<file path="src/rtl/inv_key_expansion.sv">
// AES-128 inverse key schedule: expands the cipher key forward to round 10, then
// streams round keys 10..0 over valid/ready, stepping back one round per beat.
module inv_key_expansion #(
    parameter int unsigned size = 128
) (
    input  logic            clk,
    input  logic            rst_n,
    input  logic [size-1:0] key_in,
    input  logic            key_load,
    output logic            busy,
    output logic [size-1:0] rk_out,
    output logic [3:0]      rk_round,
    output logic            rk_valid,
    input  logic            rk_ready
);

    localparam int unsigned WW = 32;
    localparam int unsigned RW = 4;
    localparam logic [RW-1:0] LAST_ROUND = RW'(10);

    localparam logic [1:0] S_IDLE   = 2'd0;
    localparam logic [1:0] S_EXPAND = 2'd1;
    localparam logic [1:0] S_EMIT   = 2'd2;

    if (size != 128) begin : g_size_check
        $error("inv_key_expansion: only size=128 is supported");
    end

    localparam logic [7:0] SBOX [256] = '{
        8'h63, 8'h7c, 8'h77, 8'h7b, 8'hf2, 8'h6b, 8'h6f, 8'hc5, 8'h30, 8'h01, 8'h67, 8'h2b, 8'hfe, 8'hd7, 8'hab, 8'h76,
        8'hca, 8'h82, 8'hc9, 8'h7d, 8'hfa, 8'h59, 8'h47, 8'hf0, 8'had, 8'hd4, 8'ha2, 8'haf, 8'h9c, 8'ha4, 8'h72, 8'hc0,
        8'hb7, 8'hfd, 8'h93, 8'h26, 8'h36, 8'h3f, 8'hf7, 8'hcc, 8'h34, 8'ha5, 8'he5, 8'hf1, 8'h71, 8'hd8, 8'h31, 8'h15,
        8'h04, 8'hc7, 8'h23, 8'hc3, 8'h18, 8'h96, 8'h05, 8'h9a, 8'h07, 8'h12, 8'h80, 8'he2, 8'heb, 8'h27, 8'hb2, 8'h75,
        8'h09, 8'h83, 8'h2c, 8'h1a, 8'h1b, 8'h6e, 8'h5a, 8'ha0, 8'h52, 8'h3b, 8'hd6, 8'hb3, 8'h29, 8'he3, 8'h2f, 8'h84,
        8'h53, 8'hd1, 8'h00, 8'hed, 8'h20, 8'hfc, 8'hb1, 8'h5b, 8'h6a, 8'hcb, 8'hbe, 8'h39, 8'h4a, 8'h4c, 8'h58, 8'hcf,
        8'hd0, 8'hef, 8'haa, 8'hfb, 8'h43, 8'h4d, 8'h33, 8'h85, 8'h45, 8'hf9, 8'h02, 8'h7f, 8'h50, 8'h3c, 8'h9f, 8'ha8,
        8'h51, 8'ha3, 8'h40, 8'h8f, 8'h92, 8'h9d, 8'h38, 8'hf5, 8'hbc, 8'hb6, 8'hda, 8'h21, 8'h10, 8'hff, 8'hf3, 8'hd2,
        8'hcd, 8'h0c, 8'h13, 8'hec, 8'h5f, 8'h97, 8'h44, 8'h17, 8'hc4, 8'ha7, 8'h7e, 8'h3d, 8'h64, 8'h5d, 8'h19, 8'h73,
        8'h60, 8'h81, 8'h4f, 8'hdc, 8'h22, 8'h2a, 8'h90, 8'h88, 8'h46, 8'hee, 8'hb8, 8'h14, 8'hde, 8'h5e, 8'h0b, 8'hdb,
        8'he0, 8'h32, 8'h3a, 8'h0a, 8'h49, 8'h06, 8'h24, 8'h5c, 8'hc2, 8'hd3, 8'hac, 8'h62, 8'h91, 8'h95, 8'he4, 8'h79,
        8'he7, 8'hc8, 8'h37, 8'h6d, 8'h8d, 8'hd5, 8'h4e, 8'ha9, 8'h6c, 8'h56, 8'hf4, 8'hea, 8'h65, 8'h7a, 8'hae, 8'h08,
        8'hba, 8'h78, 8'h25, 8'h2e, 8'h1c, 8'ha6, 8'hb4, 8'hc6, 8'he8, 8'hdd, 8'h74, 8'h1f, 8'h4b, 8'hbd, 8'h8b, 8'h8a,
        8'h70, 8'h3e, 8'hb5, 8'h66, 8'h48, 8'h03, 8'hf6, 8'h0e, 8'h61, 8'h35, 8'h57, 8'hb9, 8'h86, 8'hc1, 8'h1d, 8'h9e,
        8'he1, 8'hf8, 8'h98, 8'h11, 8'h69, 8'hd9, 8'h8e, 8'h94, 8'h9b, 8'h1e, 8'h87, 8'he9, 8'hce, 8'h55, 8'h28, 8'hdf,
        8'h8c, 8'ha1, 8'h89, 8'h0d, 8'hbf, 8'he6, 8'h42, 8'h68, 8'h41, 8'h99, 8'h2d, 8'h0f, 8'hb0, 8'h54, 8'hbb, 8'h16
    };

    function automatic logic [WW-1:0] sub_word(input logic [WW-1:0] w);
        logic [WW-1:0] r;
        r = '0;
        for (int i = 0; i < 4; i++) begin
            r[8*i +: 8] = SBOX[w[8*i +: 8]];
        end
        return r;
    endfunction

    function automatic logic [WW-1:0] rot_word(input logic [WW-1:0] w);
        return {w[23:0], w[31:24]};
    endfunction

    function automatic logic [WW-1:0] rcon(input logic [RW-1:0] idx);
        logic [7:0] b;
        case (idx)
            4'd1:    b = 8'h01;
            4'd2:    b = 8'h02;
            4'd3:    b = 8'h04;
            4'd4:    b = 8'h08;
            4'd5:    b = 8'h10;
            4'd6:    b = 8'h20;
            4'd7:    b = 8'h40;
            4'd8:    b = 8'h80;
            4'd9:    b = 8'h1b;
            4'd10:   b = 8'h36;
            default: b = 8'h00;
        endcase
        return {b, 24'h000000};
    endfunction

    logic [1:0]      state_q, state_d;
    logic [size-1:0] key_q, key_d;
    logic [RW-1:0]   rc_q, rc_d;
    logic [RW-1:0]   round_q, round_d;
    logic            valid_q, valid_d;
    logic            busy_q, busy_d;

    logic [WW-1:0]   a0, a1, a2, a3;
    logic [WW-1:0]   inv_b1, inv_b2, inv_b3;
    logic [WW-1:0]   sw_in, g_word;
    logic [RW-1:0]   rc_idx;
    logic [WW-1:0]   fwd0, fwd1, fwd2, fwd3;
    logic [size-1:0] fwd_key, inv_key;
    logic            emit_sel;

    // Shared SubWord path: EXPAND feeds a3 with rc, EMIT feeds b3 with the current round.
    always_comb begin
        a0       = key_q[127:96];
        a1       = key_q[95:64];
        a2       = key_q[63:32];
        a3       = key_q[31:0];
        emit_sel = (state_q == S_EMIT);
        inv_b3   = a3 ^ a2;
        inv_b2   = a2 ^ a1;
        inv_b1   = a1 ^ a0;
        sw_in    = emit_sel ? inv_b3 : a3;
        rc_idx   = emit_sel ? round_q : rc_q;
        g_word   = sub_word(rot_word(sw_in)) ^ rcon(rc_idx);
        fwd0     = a0 ^ g_word;
        fwd1     = fwd0 ^ a1;
        fwd2     = fwd1 ^ a2;
        fwd3     = fwd2 ^ a3;
        fwd_key  = {fwd0, fwd1, fwd2, fwd3};
        inv_key  = {a0 ^ g_word, inv_b1, inv_b2, inv_b3};
    end

    always_comb begin
        state_d = state_q;
        key_d   = key_q;
        rc_d    = rc_q;
        round_d = round_q;
        valid_d = valid_q;
        busy_d  = busy_q;
        case (state_q)
            S_IDLE: begin
                if (key_load) begin
                    key_d   = key_in;
                    rc_d    = RW'(1);
                    busy_d  = 1'b1;
                    state_d = S_EXPAND;
                end
            end
            S_EXPAND: begin
                key_d = fwd_key;
                rc_d  = rc_q + RW'(1);
                if (rc_q == LAST_ROUND) begin
                    rc_d    = '0;
                    round_d = LAST_ROUND;
                    valid_d = 1'b1;
                    state_d = S_EMIT;
                end
            end
            S_EMIT: begin
                if (rk_ready) begin
                    if (round_q != '0) begin
                        key_d   = inv_key;
                        round_d = round_q - RW'(1);
                    end else begin
                        valid_d = 1'b0;
                        busy_d  = 1'b0;
                        state_d = S_IDLE;
                    end
                end
            end
            default: begin
                valid_d = 1'b0;
                busy_d  = 1'b0;
                state_d = S_IDLE;
            end
        endcase
    end

    always_ff @(posedge clk or negedge rst_n) begin
        if (!rst_n) begin
            state_q <= S_IDLE;
            key_q   <= '0;
            rc_q    <= '0;
            round_q <= '0;
            valid_q <= 1'b0;
            busy_q  <= 1'b0;
        end else begin
            state_q <= state_d;
            key_q   <= key_d;
            rc_q    <= rc_d;
            round_q <= round_d;
            valid_q <= valid_d;
            busy_q  <= busy_d;
        end
    end

    assign busy     = busy_q;
    assign rk_out   = key_q;
    assign rk_round = round_q;
    assign rk_valid = valid_q;

endmodule
</file>
<file path="config.mk">
export PLATFORM = sky130hd
export DESIGN_NAME = inv_key_expansion
export DESIGN_NICKNAME = d
export VERILOG_FILES = /design/src/rtl/inv_key_expansion.sv
export SDC_FILE = /design/constraint.sdc
export NUM_CORES = 1
export LEC_CHECK = 0
export ABC_AREA = 1
export CAP_MARGIN = 10
export CORE_ASPECT_RATIO = 0.6
export CORE_MARGIN = 1.5
export CORE_UTILIZATION = 30
export CTS_CLUSTER_SIZE = 12
export DETAILED_ROUTE_END_ITERATION = 6
export SYNTH_ARGS = -nofsm -noshare
export SYNTH_HDL_FRONTEND = slang
export SYNTH_SLANG_ARGS = --single-unit
</file>
<file path="constraint.sdc">
create_clock -name clk -period 3.9 [get_ports clk]
set_input_delay 0.975 -clock clk [delete_from_list [all_inputs] [get_ports clk]]
set_output_delay 0.975 -clock clk [all_outputs]
set_load 0.03 [all_outputs]
</file>
==> flow_summary.yaml <==
detailed_routing:
  viasPerCell: 5.89
  vias: 34100
  routed_wl_um: 151000
  antenna_left: 0
  dr.pass1.iters: 7
  drt_iter0_drc: 4994
  drc: 0
  avgRoutedWirePerCell_um: 26.1
sta:
  finalWorstSetupSlack_ns: 0.129
  finalSetupViolations: 0
  min_period_ns: 3.77
  rsz0062_at_grt: "yes"
  tightest_slew_ns: 1.06
  fmax_ghz: 0.265
  max_slew_margin: 0.293
  final_hold_viol_count: 0
  fin_crit_sh: 0.967
  fin_worst_skew_ns: 0.0165
  finalMaxSlewViolations: 0
clock_network:
  cts_hold_buf: 0
  clockBufferDepth: 2
  htree_num_levels: 4
  root_buffer: "clkbuf_16"
  clk_latency_ns: 0.54
  cts_inserted_buffers: 17
  clkTransAtPathRegs_ns: 0.09
  cts_tree: "built"
  clkSinkCount: 140
synth:
  synth_edf_count: 0
  yosys.area.top_type: "nand3_1"
  yosys.cell_count.top_type: "nand3_1"
  ys_ff_latch: 140
  synthTopCellsByArea: "nand3_1 (28%), nand2_1 (20%), dfrtp_1 (15%)"
  synth_cells: 4335
  synthArstFlopShare: 1.00
  synthTopCellsByCount: "nand3_1 (1,306), nand2_1 (1,244), nor2_1 (345), inv_1 (270), o21ai_0 (206)"
  syn-num-nets: 4534
  ys_warn_count: 0
  synth_flop_cell: "dfrtp_1"
  synth_cell_types: 47
  netlist_area_mm2: 0.0232
  synth_top_area_share: 0.281
  syn_avg_cell_area_um2: 5.36
  synth_seq_area_share: 0.151
placement:
  post-place-ws_ns: -0.0494
  placed_cell_area_mm2: 0.0293
  port_buffers: 265
  hpwlAfterDp_um: 115000
  place_congestion: 1.00
cells_and_area:
  synthToLayoutAreaGrowth_pct: 32.1
  drive_above_1_share: 0.138
  fin_nets: 4966
  post-route-util: 0.403
  stdcell_area_mm2: 0.0307
global_routing:
  grt_pass1_wl_um: 216000
  grt_pass1_vias: 30700
  grt_max_degree: 159
  grt.overflow.total: 0
  grtUsageTotal: 0.370
  antenna_found_initial: 8
setup_path:
  r2r-end: "rk_out[74]"
  startpoint_type: "flip-flop"
  cp-end-kind: "flip-flop"
  cp_cell_sequence: "inv_2 > ha_4 > buf_12 > buf_4 > nor2_1 > inv_2 > nand2_2 > nand2_1 > nor2_1 > nor2_1 > buf_4 > nand3_1 > nand3_1 > nand3_1 > nand3_1 > nand2_1 > nand2_1 > nand3_1 > nand3_1 > a31oi_1 > o21ai_0 > o21ai_0"
  crit_type: "reg -> reg"
  rr_worst_depth: 22
  reg2reg_from: "state_q[0]"
  crit_path_frequent_cell: "nand3_1"
  critPathSlowestCell: "nor2_1"
  r2r_slack_ns: 0.13
  cp.required_ns: 4.27
  path_max_fanout: 15
  cp.arrival_ns: 4.14
  critical_path.max_stage_delay_ns: 0.40
die:
  io_pins: 266
  die_area_mm2: 0.0792
  start_util: 0.305
  core_mm2: 0.0761
  die_h_um: 219
  row_count: 78
  die_w_um: 362
worst_hold_path:
  min_path_type: "in -> async"
job:
  max_cap_viol_count: 0
run_status:
  outcome: "finished, final reports clean"
[critical path, delay by kind of cell (launching register included)]
kind | cells | cell delay, ns
AOI/OAI and AO/OA | 3 | 0.32
adders and majority gates | 1 | 0.20
buffers and inverters | 5 | 0.65
DFF | 1 | 0.39
and+or+nand+nor | 13 | 2.02
[cells by family after synthesis]
kind of cell / share of synthesized area
xor gates and xnor gates: 0.00339
AOI/OAI and AO/OA: 0.140
and+or+nand+nor: 0.567
adders and majority gates: 0.0361
DFF: 0.151
buffers and inverters: 0.103
[final cells by class]
class | instances | area (µm²)
fill | 8450 | 45400
multi-input combinational | 3642 | 18000
timing repair buffer | 672 | 6270
sequential | 140 | 3500
tap | 1000 | 1250
inverter | 294 | 1120
clock buffer | 18 | 439
clock inverter | 14 | 149
antenna | 2 | 5.00
[stage by stage]
stage	TNS (ns)	instances	hold WS [ns]
2_1_floorplan	0	4335	0.466
3_3_place_gp	-0.199	5726	0.502
3_5_place_dp	-0.112	5726	0.505
4_1_cts	0	5758	0.466
5_1_grt	-0.0693	5781	0.497
6_report	0	5782	0.452
[how the worst max path moves through the flow]
stage | startpoint | end | depth (start not counted)
6_report | state_q[0] | rk_out[74] | 22
5_1_grt | state_q[0] | rk_out[57] | 28
4_1_cts | state_q[0] | rk_out[68] | 26
3_5_place_dp | state_q[0] | rk_out[57] | 22
3_3_place_gp | state_q[0] | rk_out[5] | 26
2_1_floorplan | state_q[0] | rk_out[26] | 27
[layer usage]
layer,GRT usage,vias to the layer above,share of wire
met5,0.00551,-,0.00082
met2,0.458,2302,0.36
met3,0.144,234,0.14
met4,0.0968,12,0.027
met1,0.566,16000,0.47
li1,-,15500,-
[placed cells by master (no fill, tap or decap), drive strengths merged]
master         synthesis  routed
nand2               1270    1270
buf                  151     407
clkdlybuf4s50          0     264
a21boi                 1       1
a21oi                197     197
a2bb2oi                1       1
dfrtp                140     140
nor3                   2       2
inv                  290     297
a31oi                 42      42
nand4                 22      22
ha                    67      67
xor2                   8       8
nor2                 370     370
o21bai                10      10
o21ai                251     251
clkinv                 4       5
clkinvlp               0       5
diode                  0       2
nand3b                 7       7
a22oi                 32      32
o21a                   1       1
xnor2                  1       1
or2                    7       7
o22ai                  5       5
o221ai                 2       2
nand3               1312    1312
bufinv                 0       1
clkbuf               108      19
and2                   1       1
o211ai                32      32
o32ai                  1       1
[repair_timing]
| action | in CTS | in global routing |
|---|---|---|
| setup buffers | 0 | 21 |
| pin swaps | 0 | 10 |
| gates resized for setup | 5 | 150 |
| cloned | 0 | 1 |
| endpoints found under the setup margin | 8 | 95 |
[registers in the layout (all words and copies together), names as in the netlist]
register / count
rk_out: 128
rk_valid: 1
rc_q: 4
busy: 1
rk_round: 4
state_q: 2
Power is left out: the tool's default activity adds up to more than one toggle a clock period on the data nets, which glitch-free logic cannot reach.
